===== config.mk =====
export PLATFORM = sky130hd
export DESIGN_NAME = gray_to_binary_decoder_flat
export DESIGN_NICKNAME = d
export VERILOG_FILES = /design/src/rtl/gray_to_binary_decoder_pkg.sv /design/src/rtl/gray_to_binary_decoder_if.sv /design/src/rtl/gray_to_binary_decoder_step_checker.sv /design/src/rtl/gray_to_binary_decoder.sv /design/src/flat_wrapper.sv
export SDC_FILE = /design/constraint.sdc
export NUM_CORES = 1
export LEC_CHECK = 0
export ABC_AREA = 1
export ABC_CLOCK_PERIOD_IN_PS = 1800
export CORE_AREA = 2 2 39 41
export DETAILED_ROUTE_END_ITERATION = 6
export DIE_AREA = 0 0 41 43
export PLACE_DENSITY = 0.68
export SYNTH_ARGS = -nofsm -noshare
export SYNTH_HDL_FRONTEND = slang
export SYNTH_SLANG_ARGS = --single-unit

===== constraint.sdc =====
create_clock -name clk -period 1.8 [get_ports clk]
set_input_delay 0.27 -clock clk [delete_from_list [all_inputs] [get_ports clk]]
set_output_delay 0.27 -clock clk [all_outputs]
set_load 0.005 [all_outputs]

===== src/rtl/gray_to_binary_decoder_pkg.sv =====
// Shared constants and helpers for the Gray-to-binary decoder.
// Package name: gray_pkg.
//   DEFAULT_WIDTH : default decoder word width
//   gray2bin()    : prefix-XOR Gray decode over a zero-extended word
//   popcount()    : number of set bits, used by the step checker
package gray_pkg;

    localparam int unsigned DEFAULT_WIDTH = 4;
    // Helpers operate on a fixed wide word; callers zero-extend and truncate.
    localparam int unsigned MAX_WIDTH     = 64;
    localparam int unsigned CNT_WIDTH     = 7;

    // Zero bits above the caller's MSB leave the prefix XOR unchanged.
    function automatic logic [MAX_WIDTH-1:0] gray2bin(input logic [MAX_WIDTH-1:0] g);
        logic [MAX_WIDTH-1:0] b;
        b = '0;
        b[MAX_WIDTH-1] = g[MAX_WIDTH-1];
        for (int i = int'(MAX_WIDTH) - 2; i >= 0; i--) begin
            b[i] = b[i+1] ^ g[i];
        end
        return b;
    endfunction

    function automatic logic [CNT_WIDTH-1:0] popcount(input logic [MAX_WIDTH-1:0] v);
        logic [CNT_WIDTH-1:0] c;
        c = '0;
        for (int i = 0; i < int'(MAX_WIDTH); i++) begin
            c = c + CNT_WIDTH'(v[i]);
        end
        return c;
    endfunction

endpackage


===== src/rtl/gray_to_binary_decoder_if.sv =====
// Handshake bundle between the Gray decoder and its neighbours.
//   in_valid/in_ready/in_gray       : Gray-coded input stream
//   out_valid/out_ready/out_binary  : decoded binary output stream
//   step_err/clr_err                : sticky step-violation flag and its clear
// slave  : decoder side
// master : producer/consumer side (driver of in_*, out_ready, clr_err)
interface gray_to_binary_decoder_if
    import gray_pkg::*;
#(
    parameter int unsigned WIDTH = DEFAULT_WIDTH
);
    logic             in_valid;
    logic             in_ready;
    logic [WIDTH-1:0] in_gray;
    logic             out_valid;
    logic             out_ready;
    logic [WIDTH-1:0] out_binary;
    logic             step_err;
    logic             clr_err;

    modport slave (
        input  in_valid, in_gray, out_ready, clr_err,
        output in_ready, out_valid, out_binary, step_err
    );

    modport master (
        output in_valid, in_gray, out_ready, clr_err,
        input  in_ready, out_valid, out_binary, step_err
    );
endinterface


===== src/rtl/gray_to_binary_decoder_step_checker.sv =====
// gray_step_checker: flags accepted Gray words that move more than one bit
// away from the previously accepted word.
//   clk, rst  : clock, async active-high reset
//   accept    : an input word is being accepted this cycle
//   gray      : the word being accepted
//   clr_err   : synchronous clear of step_err
//   step_err  : sticky violation flag (registered)
module gray_step_checker
    import gray_pkg::*;
#(
    parameter int unsigned WIDTH = DEFAULT_WIDTH
) (
    input  logic             clk,
    input  logic             rst,
    input  logic             accept,
    input  logic [WIDTH-1:0] gray,
    input  logic             clr_err,
    output logic             step_err
);
    logic [WIDTH-1:0] last_g;
    logic             have_last;
    logic             violation_c;

    // The first word after reset has no predecessor and is never checked.
    assign violation_c = accept && have_last &&
                         (popcount(MAX_WIDTH'(gray ^ last_g)) >= CNT_WIDTH'(2));

    // History update; a new violation takes priority over a clear.
    always_ff @(posedge clk or posedge rst) begin
        if (rst) begin
            last_g    <= '0;
            have_last <= 1'b0;
            step_err  <= 1'b0;
        end else begin
            if (accept) begin
                last_g    <= gray;
                have_last <= 1'b1;
            end
            if (violation_c) begin
                step_err <= 1'b1;
            end else if (clr_err) begin
                step_err <= 1'b0;
            end
        end
    end
endmodule


===== src/rtl/gray_to_binary_decoder.sv =====
// gray_to_binary_decoder: two-stage pipelined Gray-to-binary decoder with
// valid/ready handshake and an optional step checker.
//   clk  : rising-edge clock
//   rst  : async active-high reset, discards in-flight words
//   bus  : gray_to_binary_decoder_if.slave (in_*, out_*, step_err, clr_err)
// Optional feature macro: GRAY_STEP_CHECK_EN builds the step checker;
// without it step_err is tied low and clr_err is ignored.
module gray_to_binary_decoder
    import gray_pkg::*;
#(
    parameter int unsigned WIDTH = DEFAULT_WIDTH
) (
    input  logic                     clk,
    input  logic                     rst,
    gray_to_binary_decoder_if.slave  bus
);
    logic             adv_c;
    logic             s1_valid;
    logic [WIDTH-1:0] s1_gray;
    logic             out_valid_q;
    logic [WIDTH-1:0] out_binary_q;

    // Whole pipeline moves together whenever the output slot can drain.
    assign adv_c        = !out_valid_q || bus.out_ready;
    assign bus.in_ready = adv_c;

    // S1 captures the raw Gray word; S2 holds the decoded result.
    always_ff @(posedge clk or posedge rst) begin
        if (rst) begin
            s1_valid     <= 1'b0;
            s1_gray      <= '0;
            out_valid_q  <= 1'b0;
            out_binary_q <= '0;
        end else if (adv_c) begin
            s1_valid    <= bus.in_valid;
            out_valid_q <= s1_valid;
            if (bus.in_valid) begin
                s1_gray <= bus.in_gray;
            end
            if (s1_valid) begin
                out_binary_q <= WIDTH'(gray2bin(MAX_WIDTH'(s1_gray)));
            end
        end
    end

    assign bus.out_valid  = out_valid_q;
    assign bus.out_binary = out_binary_q;

`ifdef GRAY_STEP_CHECK_EN
    gray_step_checker #(
        .WIDTH (WIDTH)
    ) u_step_checker (
        .clk      (clk),
        .rst      (rst),
        .accept   (bus.in_valid && adv_c),
        .gray     (bus.in_gray),
        .clr_err  (bus.clr_err),
        .step_err (bus.step_err)
    );
`else
    logic unused_clr_err;
    assign unused_clr_err = bus.clr_err;
    assign bus.step_err   = 1'b0;
`endif
endmodule


===== src/flat_wrapper.sv =====
// flat-port wrapper written by rule: the top's interface ports become plain ports
module gray_to_binary_decoder_flat import gray_pkg::*;
#(
    parameter int unsigned WIDTH = DEFAULT_WIDTH
)
  (clk, rst, bus_in_valid, bus_in_gray, bus_out_ready, bus_clr_err, bus_in_ready, bus_out_valid, bus_out_binary, bus_step_err);
  gray_to_binary_decoder_if #(.WIDTH(WIDTH)) bus_i ();
  input  logic clk;
  input  logic rst;
  input wire logic [$bits(bus_i.in_valid)-1:0] bus_in_valid;
  input wire logic [$bits(bus_i.in_gray)-1:0] bus_in_gray;
  input wire logic [$bits(bus_i.out_ready)-1:0] bus_out_ready;
  input wire logic [$bits(bus_i.clr_err)-1:0] bus_clr_err;
  output wire logic [$bits(bus_i.in_ready)-1:0] bus_in_ready;
  output wire logic [$bits(bus_i.out_valid)-1:0] bus_out_valid;
  output wire logic [$bits(bus_i.out_binary)-1:0] bus_out_binary;
  output wire logic [$bits(bus_i.step_err)-1:0] bus_step_err;
  assign bus_i.in_valid = bus_in_valid;
  assign bus_i.in_gray = bus_in_gray;
  assign bus_i.out_ready = bus_out_ready;
  assign bus_i.clr_err = bus_clr_err;
  assign bus_in_ready = bus_i.in_ready;
  assign bus_out_valid = bus_i.out_valid;
  assign bus_out_binary = bus_i.out_binary;
  assign bus_step_err = bus_i.step_err;
  gray_to_binary_decoder #(.WIDTH(WIDTH)) u_core (.clk(clk), .rst(rst), .bus(bus_i));
endmodule

==> Yosys cells after proc, flatten, opt, wreduce, memory -nomap -nowiden <==
Index checks and enable logic that the tools add are counted.
{ "totals": {"ff_bits": 10, "in_bits": 9, "output_inout_bits": 7, "wordCells": 11} }
{ "op_classes": {"bitwise_logic": 3, "n_reduce_logical": 4} }
{ "op_table": {"columns": ["op", "count"], "rows": [
  ["2-bit AND reduction", 2],
  ["1-bit bitwise XOR", 3],
  ["1-bit logical NOT", 1],
  ["1-bit logical OR", 1]
]} }

==> Depth between registers and ports, before layout <==
Gate-level depths: netlist of run 1.
{ "logic_depth": {"ltp_word": 3, "ltp_mapped": 7, "ltp_nobuf": 7} }

==> Worst setup path before layout of run 1 <==
OpenSTA, ideal clock, no wires.
{ "synth_path": {"kind": "reg2reg", "startpoint": "reg u_core.out_valid_q (netlist: u_core.bus.out_valid)", "endpoint": "reg u_core.out_binary_q[0] (netlist: u_core.bus.out_binary[0])", "setup_ns": 0.116, "arrival_time_ns": 0.824, "required_time_ns": 1.684, "setup_slack_ns": 0.860, "path_stages_with_launch": 7, "n_path_buf": 0, "synth_period_minus_slack_ns": 0.940, "cell_sequence": "dfrtp_1 -> nand2_2 -> nand2_2 -> nand2_2 -> nand2_1 -> nand2_1 -> nand2_1"} }
{ "synth_via": {"elab_chain_cells": 3} }
{ "synth_rtl": {"columns": ["element", "line_no", "rtl"], "rows": [
  ["start: declaration", "gray_to_binary_decoder.sv:20", "logic out_valid_q;"],
  ["start signal: assignment", "gray_to_binary_decoder.sv:36", "out_valid_q <= s1_valid;"],
  ["1-bit logical NOT", "gray_to_binary_decoder.sv:24", "assign adv_c = !out_valid_q || bus.out_ready;"],
  ["1-bit logical OR", "gray_to_binary_decoder.sv:24", null],
  ["via bus_in_ready", "flat_wrapper.sv:14", "output wire logic [$bits(bus_i.in_ready)-1:0] bus_in_ready;"],
  ["2-bit AND reduction (no line)", null, null],
  ["end signal: assignment", "gray_to_binary_decoder.sv:41", "out_binary_q <= WIDTH'(gray2bin(MAX_WIDTH'(s1_gray)));"],
  ["end: declaration", "gray_to_binary_decoder.sv:21", "logic [WIDTH-1:0] out_binary_q;"]
]} }
The timed path passes the listed nets, and every way through them passes these cells.
A chain may end at the register's enable or synchronous reset.

==> Worst setup path after layout of run 1 <==
{ "layout_path": {"startpoint": "in bus_out_ready", "endpoint": "out bus_in_ready"} }
{ "layout_via": {"elab_chain_cells": 1} }
{ "layout_rtl": {"columns": ["element", "line_no", "rtl"], "rows": [
  ["start: declaration", "flat_wrapper.sv:12", "input wire logic [$bits(bus_i.out_ready)-1:0] bus_out_ready;"],
  ["1-bit logical OR", "gray_to_binary_decoder.sv:24", null],
  ["end: declaration", "flat_wrapper.sv:14", null]
]} }
Every way passes these cells.

==> results of run 1 <==
==> worst reg2reg max path, stage by stage, from the launching register on <==
cell and delay (ns):
sky130_fd_sc_hd__dfrtp_1 0.41, sky130_fd_sc_hd__nand2_2 0.09, sky130_fd_sc_hd__buf_4 0.13, sky130_fd_sc_hd__nand2_2 0.09, sky130_fd_sc_hd__nand2_2 0.07, sky130_fd_sc_hd__nand2_1 0.05, sky130_fd_sc_hd__nand2_1 0.06, sky130_fd_sc_hd__nand2_1 0.04
==> placed cells by master (no fill, tap or decap) <==
cell,synthesis,routed
sky130_fd_sc_hd__buf_4,1,1
sky130_fd_sc_hd__nor2_1,4,4
sky130_fd_sc_hd__inv_1,6,6
sky130_fd_sc_hd__a21oi_2,1,1
sky130_fd_sc_hd__nand2_1,15,15
sky130_fd_sc_hd__nand2_4,1,1
sky130_fd_sc_hd__o21ai_0,3,3
sky130_fd_sc_hd__clkbuf_4,0,3
sky130_fd_sc_hd__inv_2,1,1
sky130_fd_sc_hd__clkbuf_8,0,1
sky130_fd_sc_hd__nand3_1,6,6
sky130_fd_sc_hd__nand2_2,3,3
sky130_fd_sc_hd__clkdlybuf4s50_1,0,13
sky130_fd_sc_hd__dfrtp_1,10,10
sky130_fd_sc_hd__conb_1,1,1
sky130_fd_sc_hd__a21oi_1,4,4
==> registers in the layout, indices dropped and copies added, names as in the netlist <==
| name | count |
|---|---|
| u_core.bus.out_binary | 4 |
| u_core.s1_gray | 4 |
| u_core.bus.out_valid | 1 |
| u_core.s1_valid | 1 |
==> path summary, 6_finish.rpt <==
path	from	endpoint	slack (ns)	cells past startpoint
setup / recovery	bus_out_ready	bus_in_ready	0.19	4
hold / removal	rst	u_core.bus.out_binary[2]	0.28	2
setup reg to reg	u_core.bus.out_valid	u_core.bus.out_binary[0]	0.76	7
hold reg to reg	u_core.bus.out_binary[3]	u_core.bus.out_binary[3]	0.48	2
max in group asynchronous	rst	u_core.bus.out_valid	1.25	2
min in group clk	u_core.bus.out_binary[3]	u_core.bus.out_binary[3]	0.48	2
==> area by class of cell <==
cell class	instances	area, sq um
repair buffers	14	137.6
well taps	16	20.02
multi-input cells	38	178.9
flip-flops and latches	10	250.2
inverters	7	26.28
fillers	146	734.5
clock buffers	4	36.28
==> routing by layer <==
layer	vias to the layer above	share of wire (%)
met4	0	3.0
met1	179	40
li1	208	-
met3	4	5.6
met2	12	51
met5	-	0
==> cells by family after synthesis <==
family,Yosys count,synth area share [%]
AO/OA/AOI/OAI,8,9.459
other,1,0.8100
buffers and inverters,8,7.297
AND/OR/NAND/NOR,29,28.38
flip-flops,10,54.05
==> power groups by stage <==
stage               Sequential [mW]  Clock, mW  Combinational (mW)
finish                        0.311      0.197               0.221
global route                  0.321      0.217               0.256
CTS                           0.313      0.203               0.226
detailed placement            0.317          0               0.225
global placement              0.313          0               0.218
floorplan                     0.317          0               0.106
==> stage by stage <==
step                      instance area [sq um]  power [mW]
after floorplan                           462.9      0.4229
after global routing                      649.4      0.7932
after global placement                    613.1      0.5308
after detailed placement                  613.1      0.5412
after CTS                                 649.4      0.7410
final                                     649.4      0.7292
==> summary.md, run 1 <==
| Metric | Value |
|---|---|
| Run status | `completed` |
| Maximum clock frequency | `0.6224 GHz` |
| Net switching component of the power | `0.2039 mW` |
| Total congestion overflow after global routing | `0` |
| Kind of critical path | `input pin to output pin` |
| Met3 layer usage reported by global route | `4.712%` |
| WP buf/inv | `3` |
| Vertical die dimension | `43 um` |
| Met1 Resource Use GR | `12.37%` |
| DRT Wirelength | `802 um` |
| Clock insertion delay at the later pin of the skew report | `0.26 ns` |
| Number of max-capacitance violations reported | `0` |
| Number of buffers added to fix hold violations after cts | `0` |
| Number of H-tree levels | `1` |
| Placer Congestion | `0.6581` |
| Number of pins exceeding their max-slew limit in the final report | `0` |
| Worst-case clock skew | `0.001290 ns` |
| Global-route wire length before repair | `1.386 mm` |
| Floorplan row count | `14` |
| Share of the core filled with cells | `46.93%` |
| Num CTS Buffers | `3` |
| Power density normalized to cell area | `1123 nW/um^2` |
| Detailed placer's ending HPWL | `650.2 um` |
| Share of power burned in the clock network | `27.0%` |
| Most frequent cell after synthesis | `sky130_fd_sc_hd__nand2_1` |
| Fraction of synthesis flops using an asynchronous set or reset pin | `100.0%` |
| Leakage | `0.3268 nW` |
| Clock sink total | `10` |
| Largest stage delay on the critical path | `0.49 ns` |
| Synthesized netlist net count | `65` |
| Chip width | `41 um` |
| Minimum setup slack in the final design | `0.1932 ns` |
| Top delay family on crit path | `buffers and inverters` |
| Area added between synthesis and finish | `40.27%` |
| Setup crit end kind | `output pin` |
| Remaining design rule violation count | `0` |
| Maximum fanout encountered on the critical timing path | `2` |
| Share of the synthesized area in the top cell type | `54.05%` |
| Global-route usage over all layers | `12.50%` |
| Instance count after placement with tap cells included | `85` |
| Count of buffers added by post-CTS timing repair for setup | `0` |
| Post-synthesis cell type with the largest combined area | `sky130_fd_sc_hd__dfrtp_1` |
| Average vias per placed instance | `4.528` |
| Number of detailed-routing iterations run before antenna repair | `4` |
| Cells after Synth | `56` |
| Count of flip-flops with a built-in enable after synthesis | `0` |
| Clock tree from TritonCTS | `built` |
| Worst vdd rail ir drop | `0.3518 mV` |
| Hold crit path type | `input pin to async pin` |
| Fin crit period | `1.607 ns` |
| Number of global-route vias before repair | `358` |
| Share of the yosys chip area belonging to registers | `54.05%` |
| Register share of total power | `42.7%` |
| Cell Area, Synth | `462.9 sq um` |
| Final ANT Viol Nets | `0` |
| Unique masters post-synth | `13` |
| Number of hold-slack violations in the final timing report | `0` |
| Syn_area_per_cell | `8.267 sq um` |
| Internal power | `0.5253 mW` |
| # port buffers | `13` |
| Antenna violations before repair | `0` |
| Ranking of synthesized cells by area | `sky130_fd_sc_hd__dfrtp_1 54%, sky130_fd_sc_hd__nand2_1 12%, sky130_fd_sc_hd__nand3_1 6.5%, sky130_fd_sc_hd__inv_1 4.9%, sky130_fd_sc_hd__a21oi_1 4.3%` |
| Non-filler cells, final | `89` |
| Crit share post-route | `89.26%` |
| Clock tree root driver cell | `sky130_fd_sc_hd__clkbuf_4` |
| Launching element type of the critical path | `input pin` |
| Power share of the combinational group | `30.3%` |
| Hold slack final | `0.2825 ns` |
| # resized after CTS | `0` |
| Post-detailed-route wirelength per cell | `9.011 um` |
| # setup viols final | `0` |
| Starting density of the core | `33.45%` |
| Most frequent cells after synthesis | `15 x sky130_fd_sc_hd__nand2_1, 10 x sky130_fd_sc_hd__dfrtp_1, 6 x sky130_fd_sc_hd__inv_1, 6 x sky130_fd_sc_hd__nand3_1` |
| Routed via count | `403` |
| Clock-pin slew of the registers on the worst-case setup and hold paths | `0.06 ns` |
| Worst-path cell chain | `clkdlybuf4s50_1, inv_1, nand2_2, clkdlybuf4s50_1` |
| Number of DRC markers in iteration 0 | `12` |
| Post-Place Setup Slack | `0.1913 ns` |
| Die area | `1763 sq um` |
| Layout cells sized above 1 | `15.07%` |
| Crit-path slowest cell | `sky130_fd_sc_hd__clkdlybuf4s50_1` |
| Standard cell core area | `1384 sq um` |
| Synth Register Bits | `10` |
| Met2 layer usage reported by global route | `19.38%` |
| Unrepaired setup endpoints after global routing | `false` |
| Maximum number of pins on one net before global-route repair | `11` |
| Arrival time worst endpoint | `1.34 ns` |
| CP dominant cell by count | `sky130_fd_sc_hd__clkdlybuf4s50_1` |
| Accumulated negative setup slack | `0 ns` |
| Ys flop type | `sky130_fd_sc_hd__dfrtp_1` |
| Synth Warn # | `0` |
| Number of I/O pins | `16` |
| Most congested layer reported by global routing | `met2` |
| Critical Path RT | `1.53 ns` |
| Switch share | `27.96%` |
| Antenna Cells | `0` |
| Number of buffers between clock root and the deepest sink | `2` |
| # nets final | `83` |
Note: power is estimated with default switching activity, not from simulation.
==> inputs of run 2 (changes only) <==
ABC_CLOCK_PERIOD_IN_PS = not set   (was 1800)
==> results of run 2 <==
Final layout, timing and power as in run 1 (identical DEF).
==> inputs of run 3 (changes only) <==
CORE_AREA = 8 8 45 47   (was 2 2 39 41)
DIE_AREA = 0 0 53 55   (was 0 0 41 43)
PLACE_DENSITY = not set   (was 0.68)
PLACE_DENSITY_LB_ADDON = 0.3   (was not set)
==> run 3 against run 2 <==
Combinational power about the same. Cell count unchanged. Worst setup slack about the same. Via count down 0.25%. Power up 0.30%. Clock skew up 0.00069 ns. Hold slack worse by 0.0020 ns. Clock power about the same. Design area unchanged. Register-to-register slack about the same. Die area up 65%. Largest power group unchanged.
==> summary.md, run 3 (same netlist as run 1, synthesis figures left out) <==
| Metric | Value |
|---|---|
| Number of max-capacitance violations reported | `0` |
| Clock insertion delay at the later pin of the skew report | `0.26 ns` |
| Final ANT Viol Nets | `0` |
| Clock sink total | `10` |
| Met2 layer usage reported by global route | `12.50%` |
| Run status | `completed` |
| Area added between synthesis and finish | `40.27%` |
| Met1 Resource Use GR | `8.567%` |
| Global-route wire length before repair | `1.718 mm` |
| Global-route usage over all layers | `8.049%` |
| Number of detailed-routing iterations run before antenna repair | `4` |
| Minimum setup slack in the final design | `0.1936 ns` |
| WP buf/inv | `3` |
| Worst reg2reg path endpoint | `u_core.bus.out_binary[0]` |
| Vertical die dimension | `55 um` |
| Number of pins exceeding their max-slew limit in the final report | `0` |
| Most congested layer reported by global routing | `met2` |
| Total congestion overflow after global routing | `0` |
| Starting density of the core | `33.45%` |
| Count of buffers added by post-CTS timing repair for setup | `0` |
| CP dominant cell by count | `sky130_fd_sc_hd__clkdlybuf4s50_1` |
| Number of buffers added to fix hold violations after cts | `0` |
| Antenna Cells | `0` |
| Worst R2R Setup Slack | `0.77 ns` |
| Total power after layout | `0.7314 mW` |
| Worst vdd rail ir drop | `0.4451 mV` |
| Clock tree from TritonCTS | `built` |
| Largest stage delay on the critical path | `0.50 ns` |
| Start of the worst register-to-register path | `u_core.bus.out_valid` |
| Worst-case clock skew | `0.001982 ns` |
| Launching element type of the critical path | `input pin` |
| Accumulated negative setup slack | `0 ns` |
| Maximum clock frequency | `0.6225 GHz` |
| Commonest non-fill, non-tap cell in the layout | `sky130_fd_sc_hd__nand2_1` |
| Setup crit end kind | `output pin` |
| Leakage | `0.3268 nW` |
| Detailed placer's ending HPWL | `718.6 um` |
| # nets final | `83` |
| Average vias per placed instance | `4.517` |
| Die area | `2915 sq um` |
| Maximum number of pins on one net before global-route repair | `11` |
| Number of hold-slack violations in the final timing report | `0` |
| Number of H-tree levels | `1` |
| Chip width | `53 um` |
| Num CTS Buffers | `3` |
| Top delay family on crit path | `buffers and inverters` |
| Floorplan row count | `14` |
| # resized after CTS | `0` |
| Placer Congestion | `0.6875` |
| Clock-pin slew of the registers on the worst-case setup and hold paths | `0.06 ns` |
| Post-Place Setup Slack | `0.1815 ns` |
| Number of buffers between clock root and the deepest sink | `2` |
| Layout cells sized above 1 | `15.07%` |
| Crit share post-route | `89.25%` |
| Crit-path slowest cell | `sky130_fd_sc_hd__clkdlybuf4s50_1` |
| # setup viols final | `0` |
| Kind of critical path | `input pin to output pin` |
| Register-to-Register Path Depth | `7` |
| Post-detailed-route wirelength per cell | `9.944 um` |
| Antenna violations before repair | `0` |
| Hold slack final | `0.2805 ns` |
| Routed via count | `402` |
| Top library cells by usage in the layout, fill and taps aside | `15 x sky130_fd_sc_hd__nand2_1, 13 x sky130_fd_sc_hd__clkdlybuf4s50_1, 10 x sky130_fd_sc_hd__dfrtp_1` |
| Power density normalized to cell area | `1126 nW/um^2` |
| Maximum fanout encountered on the critical timing path | `2` |
| Worst-path cell chain | `clkdlybuf4s50_1, inv_1, nand2_2, clkdlybuf4s50_1` |
| Fin crit period | `1.606 ns` |
| Unrepaired setup endpoints after global routing | `false` |
| Remaining design rule violation count | `0` |
| Number of I/O pins | `16` |
| DRT Wirelength | `885 um` |
| # port buffers | `13` |
| Arrival time worst endpoint | `1.34 ns` |
| Number of global-route vias before repair | `423` |
| Hold crit path type | `input pin to async pin` |
| Number of DRC markers in iteration 0 | `9` |
| Critical Path RT | `1.53 ns` |
| Clock tree root driver cell | `sky130_fd_sc_hd__clkbuf_4` |
| Standard cell core area | `1384 sq um` |
| Met3 layer usage reported by global route | `3.209%` |
## run 3: area by class of cell
type	count	area, sq um
fill	138	734.5
sequential	10	250.2
multi-input combinational	38	178.9
timing repair buffer	14	137.6
clock buffer	4	36.28
inverter	7	26.28
tap	16	20.02
## run 3: power breakdown
group          internal (mW)  switching [mW]
logic                  0.124          0.0980
clock network          0.123          0.0752
registers              0.278          0.0327
total                  0.526           0.206
## run 3: per-stage QoR
stage	utilization, %	cell area [sq um]	cells
floorplan	-	462.9	56
global placement	44.30	613.1	85
detailed placement	44.30	613.1	85
CTS	46.93	649.4	89
global route	46.93	649.4	89
finish	46.93	649.4	89
## run 3: worst max-delay path by stage
| stage | start | end | slack (ns) | cells past startpoint |
|---|---|---|---|---|
| 6_report | bus_out_ready | bus_in_ready | 0.19 | 4 |
| 5_1_grt | bus_out_ready | bus_in_ready | 0.14 | 4 |
| 4_1_cts | bus_out_ready | bus_in_ready | 0.18 | 4 |
| 3_5_place_dp | bus_out_ready | bus_in_ready | 0.18 | 4 |
| 3_3_place_gp | bus_out_ready | bus_in_ready | 0.18 | 4 |
| 2_1_floorplan | u_core.bus.out_valid | u_core.bus.out_binary[0] | 0.86 | 6 |
## run 3: metal layers
metal	vias to the layer above	routed length (um)
li1	209	-
met4	0	26
met1	177	351
met2	12	458
met3	4	49
met5	-	0
==> variant 1 (settings of run 3) <==
Reset style: synchronous (`rst`), changed in one clocked block. Comments in the files are not updated.
--- a/src/rtl/gray_to_binary_decoder.sv
+++ b/src/rtl/gray_to_binary_decoder.sv
@@ -25,7 +25,7 @@
     assign bus.in_ready = adv_c;
 
     // S1 captures the raw Gray word; S2 holds the decoded result.
-    always_ff @(posedge clk or posedge rst) begin
+    always_ff @(posedge clk) begin
         if (rst) begin
             s1_valid     <= 1'b0;
             s1_gray      <= '0;
Formal check against the unedited RTL: differs if rst is asserted again (counterexample within 4 cycles, from zero or initial values and one cycle with rst high); with rst held inactive, the same outputs for 10 cycles.
==> variant 1 against run 3 <==
  * Core utilization rose by 1.2 points
  * Sequential cell count did not move
  * Worst setup slack got worse by 0.096 ns
  * Routed wire length fell by 4.6%
  * Die area did not move
  * Synthesized area rose by 6.2%
  * Final area rose by 2.5%
  * Sequential share of layout area fell by 8.5 points
  * Register-to-register slack improved by 0.05 ns
  * Critical path depth did not move
  * Via count rose by 1.2%
  * Critical endpoint unchanged
Power is not compared: it rests on default switching activity, and its combinational part moved more than twofold at a synthesized area within 25%.
==> variant 1: results (changes against run 3) <==
adder-cell area share of the yosys netlist: 0% (unchanged)
Inst Count DP: 85 (unchanged)
Worst Hold End: u_core.s1_valid$_SDFFE_PP0N_
Critical Path End: bus_in_ready
main flop type after synthesis: dfxtp_1
Hold Crit Depth: 2
yosys warns: 0 (unchanged)
post-synthesis sequential area ratio: 40.71% (-13 points)
Gate Count Post-Synth: 58 (+3.6%)
XOR/XNOR share of the synthesized area: 0% (unchanged)
Netlist cell types: 17 (+4)
R2R setup slack: 0.82 ns (+0.05 ns)
gpl congestion: 0.6606 (-3.9%)
Synth top cells by count: dfxtp_1 (10), nand3_1 (8), inv_1 (7), nand2_1 (7)
Final min period: 1.703 ns (+0.09617 ns)
Setup Buffers After CTS: 0 (unchanged)
Reg2Reg Launch Point: u_core.bus.out_valid$_SDFFE_PP0N_
clk_lat worst skew: 0.26 ns (about the same)
total wire length: 844 um (-4.6%)
hold path start: u_core.s1_valid$_SDFFE_PP0N_
R2R depth: 6 (-1)
port bufs: 13 (unchanged)
WHS: 0.4643 ns (+0.1837 ns)
Critical R2R Capture: u_core.s1_gray[3]$_SDFFE_PP0P_
first-pass detailed-route iteration total: 4 (unchanged)
Mapped Nets: 67 (+3.1%)
root buffer cell: clkbuf_4
share of cells above drive strength 1: 24.66% (+9.6 points)
mux cell area share after synthesis: 0% (unchanged)
worst hold path class: reg -> reg
crit path launch: bus_out_ready
largest net degree at the start of global routing: 11 (unchanged)
outcome: finished, final reports clean
DR iter-0 viols: 6 (-3)
final net count: 83 (unchanged)
CTS Buf Count: 3 (unchanged)
Max VDD drop: 0.3540 mV
vias in the first global route: 373 (-12%)
dpl ws: 0.09466 ns (-0.08680 ns)
dpl hpwl: 679.9 um (-5.4%)
antenna violations before repair: 0 (unchanged)
vias per inst: 4.573 (+1.2%)
non-filler instance count after layout: 89 (unchanged)
asr flop ratio synth: 0% (-100 points)
clk buf depth: 2 (unchanged)
CP Max Fanout: 3 (+1)
post-cts sizing count: 0 (unchanged)
GRT Total Usage: 6.743% (-1.3 points)
first-pass GRT wire length: 1.400 mm (-19%)
Worst-path clk slew: 0.07 ns
top cells by area, synth: dfxtp_1 (41%), a211oi_2 (13%), nand3_1 (8.1%), inv_1 (5.3%), nand2_1 (5.3%)
Synth Area in Compound Gates: 17.56% (+8.1 points)
arrival time worst endpoint: 1.43 ns (+0.09 ns)
Worst Skew: 0.001069 ns (-0.0009129 ns)
# H-tree levels: 1 (unchanged)
Leakage: 0.2631 nW
[variant 1: cell count changes after synthesis, sizes merged, moves of 2 or more]
cell and delta:
nand3 +2, o21ai -3, nor2 +7, inv +2, nand2 -11, dfrtp -10, a211oi +5, dfxtp +10
a21oi -3
[variant 1: logic make-up (layout without fill, tap and decap cells)]
kind of cell	count (synthesis)	count (layout)
other cells	1	1
compound gates	9	9
buf+inv	11	26
flops	10	10
simple gates	27	27
[variant 1: final cells by class]
cell class | count | area, um2
inverters | 9 | 36.28
well taps | 16 | 20.02
flip-flops and latches | 10 | 200.2
multi-input cells | 37 | 242.7
fillers | 143 | 718.2
clock buffers | 4 | 36.28
repair buffers | 13 | 130.1
[variant 1: stage by stage]
| step | cell area (um2) | power, W | util [%] |
|---|---|---|---|
| 2_1_floorplan | 491.7 | 0.0003166 | - |
| 3_3_place_gp | 629.4 | 0.0003562 | 45.48 |
| 3_5_place_dp | 629.4 | 0.0003589 | 45.48 |
| 4_1_cts | 665.6 | 0.0005615 | 48.10 |
| 5_1_grt | 665.6 | 0.0005891 | 48.10 |
| 6_report | 665.6 | 0.0005518 | 48.10 |
[variant 1: routing by layer]
layer	up-vias	GRT usage, %	share of wire [%]
li1	214	-	-
met1	177	6.595	41
met2	14	10.94	51
met3	2	1.604	6.3
met4	0	7.759	2.3
met5	-	0	0
[variant 1: where the power goes]
part | switching [W] | total (W) | internal (W) | leakage [nW]
clock | 0.0000768 | 0.000199 | 0.000123 | 0.0210
sequential | 0.00000866 | 0.000247 | 0.000238 | 0.0828
combinational | 0.0000518 | 0.000106 | 0.0000540 | 0.159
[variant 1: worst max-delay path, cell delays in order]
cell and delay (ns):
clkdlybuf4s50_1 0.51, nor2_4 0.07, inv_4 0.08, clkdlybuf4s50_1 0.50
==> variant 2 (config.mk and constraints of run 3) <==
Without the edit above. Add a define of `GRAY_STEP_CHECK_EN`.
--- a/src/rtl/gray_to_binary_decoder.sv
+++ b/src/rtl/gray_to_binary_decoder.sv
@@ -5,6 +5,8 @@
 //   bus  : gray_to_binary_decoder_if.slave (in_*, out_*, step_err, clr_err)
 // Optional feature macro: GRAY_STEP_CHECK_EN builds the step checker;
 // without it step_err is tied low and clr_err is ignored.
+`define GRAY_STEP_CHECK_EN
+
 module gray_to_binary_decoder
     import gray_pkg::*;
 #(
Behaviour: not the same (Yosys sat finds a counterexample within 4 cycles, from zero or initial values and one cycle with rst high).
==> variant 2 against run 3 <==
  * Routed wire length is 19% higher
  * Power is 18% higher
  * Synthesized area is 26% higher
  * Final area is 22% higher
  * Sequential cell count is 2 higher
  * Worst setup slack worse by 0.10 ns
  * Sequential power is 17% higher
  * First-iteration DRC count is 22% lower
  * Synthesized cell count is 18% higher
  * Global-route usage is 0.60 points higher
==> variant 2: results (changes against run 3) <==
outcome: finished, final reports clean
final net count: 96 (+16%)
Synth top cells by count: nand2_1 (18), dfrtp_1 (12), inv_1 (9), o21ai_0 (7), nand3_1 (5)
Mapped Nets: 76 (+17%)
Max VDD drop: 0.5357 mV (+20%)
CTS Buf Count: 3 (unchanged)
Worst Skew: 0.001802 ns (-0.0001797 ns)
Reg2Reg Launch Point: u_core.u_step_checker.last_g[0]$_DFFE_PP0N_
Critical R2R Capture: u_core.u_step_checker.step_err$_DFFE_PP0P_
total wire length: 1.056 mm (+19%)
Leakage: 0.3691 nW (+13%)
largest net degree at the start of global routing: 13 (+2)
gpl congestion: 0.8043 (+17%)
R2R depth: 6 (-1)
port bufs: 15 (+2)
WL met2: 450 um (-1.7%)
share of cells above drive strength 1: 11.76% (-3.3 points)
CP Max Fanout: 4 (+2)
top cells by area, synth: dfrtp_1 (51%), nand2_1 (12%), o21ai_0 (6.0%), inv_1 (5.8%), xnor2_1 (4.5%)
vias per inst: 4.564 (+1.1%)
met3 wire length: 83 um (+69%)
vias in the first global route: 438 (+3.5%)
GRT Total Usage: 8.652% (+0.60 points)
R2R setup slack: 0.30 ns (-0.47 ns)
FILL cells: 141 (+2.2%)
DR iter-0 viols: 7 (-2)
Netlist cell types: 16 (+3)
dpl hpwl: 834.9 um (+16%)
Final Util: 57.14% (+10 points)
Placed Area: 754.5 um2 (+23%)
arrival time worst endpoint: 1.44 ns (+0.10 ns)
first-pass GRT wire length: 1.814 mm (+5.6%)
## variant 2: cell count changes after synthesis, sizes merged, moves of 2 or more
cell / delta
o21ai: +5
dfrtp: +2
xnor2: +3
inv: +5
a21oi: -5
## variant 2: routing by layer
metal,vias to the layer above,GRT usage (%)
li1,243,-
met1,200,10.46
met2,13,12.11
met3,5,3.476
met4,0,6.466
met5,-,0
## variant 2: cells by family (layout without fill, tap and decap cells)
group,after synthesis,after routing,synth area share (%)
AO/OA/AOI/OAI,9,9,7.922
XOR/XNOR,3,3,4.498
adder cells (fa/ha/maj),1,1,3.426
buffers and inverters,12,31,8.138
flip-flops,12,12,51.39
AND/OR/NAND/NOR,29,29,24.62
## variant 2: worst min path at each step
stage,startpoint,endpoint,slack (ns),cells after the start
global route,rst,u_core.bus.out_binary[3]$_DFFE_PP0P_,0.36,2
CTS,rst,u_core.bus.out_binary[2]$_DFFE_PP0P_,0.32,2
detailed placement,u_core.u_step_checker.have_last$_DFFE_PP0N_,u_core.u_step_checker.have_last$_DFFE_PP0N_,0.45,1
global placement,u_core.u_step_checker.have_last$_DFFE_PP0N_,u_core.u_step_checker.have_last$_DFFE_PP0N_,0.45,1
floorplan,rst,u_core.bus.out_binary[0]$_DFFE_PP0P_,0.13,1
finish,rst,u_core.bus.out_binary[3]$_DFFE_PP0P_,0.30,2
## variant 2: per-stage QoR
step | hold WS (ns) | setup WS (ns) | setup TNS (ns) | cells | power, W
global placement | 0.4490 | -0.002952 | -0.002952 | 97 | 0.0006518
CTS | 0.3168 | 0.08192 | 0 | 101 | 0.0008772
detailed placement | 0.4529 | -0.03677 | -0.03677 | 97 | 0.0006579
global route | 0.3574 | 0.05960 | 0 | 101 | 0.0009311
finish | 0.2951 | 0.08918 | 0 | 101 | 0.0008643
floorplan | 0.1347 | 0.3837 | 0 | 66 | 0.0005156
## variant 2: area by class of cell
class,instances,share of cell area [%]
Tap cell,16,2.532
Clock buffer,4,4.589
Inverter,12,6.013
Sequential cell,12,37.97
Multi-Input combinational cell,42,29.91
Timing Repair Buffer,15,18.99
## variant 2: power breakdown
part	switching [W]	total, W	internal, W
registers	0.0000365	0.000365	0.000329
logic	0.000124	0.000281	0.000157
clock network	0.0000947	0.000218	0.000123
## variant 2: critical path: stages
cell,delay (ns)
clkdlybuf4s50_1,0.51
nor2_4,0.06
inv_2,0.09
clkdlybuf4s50_1,0.50
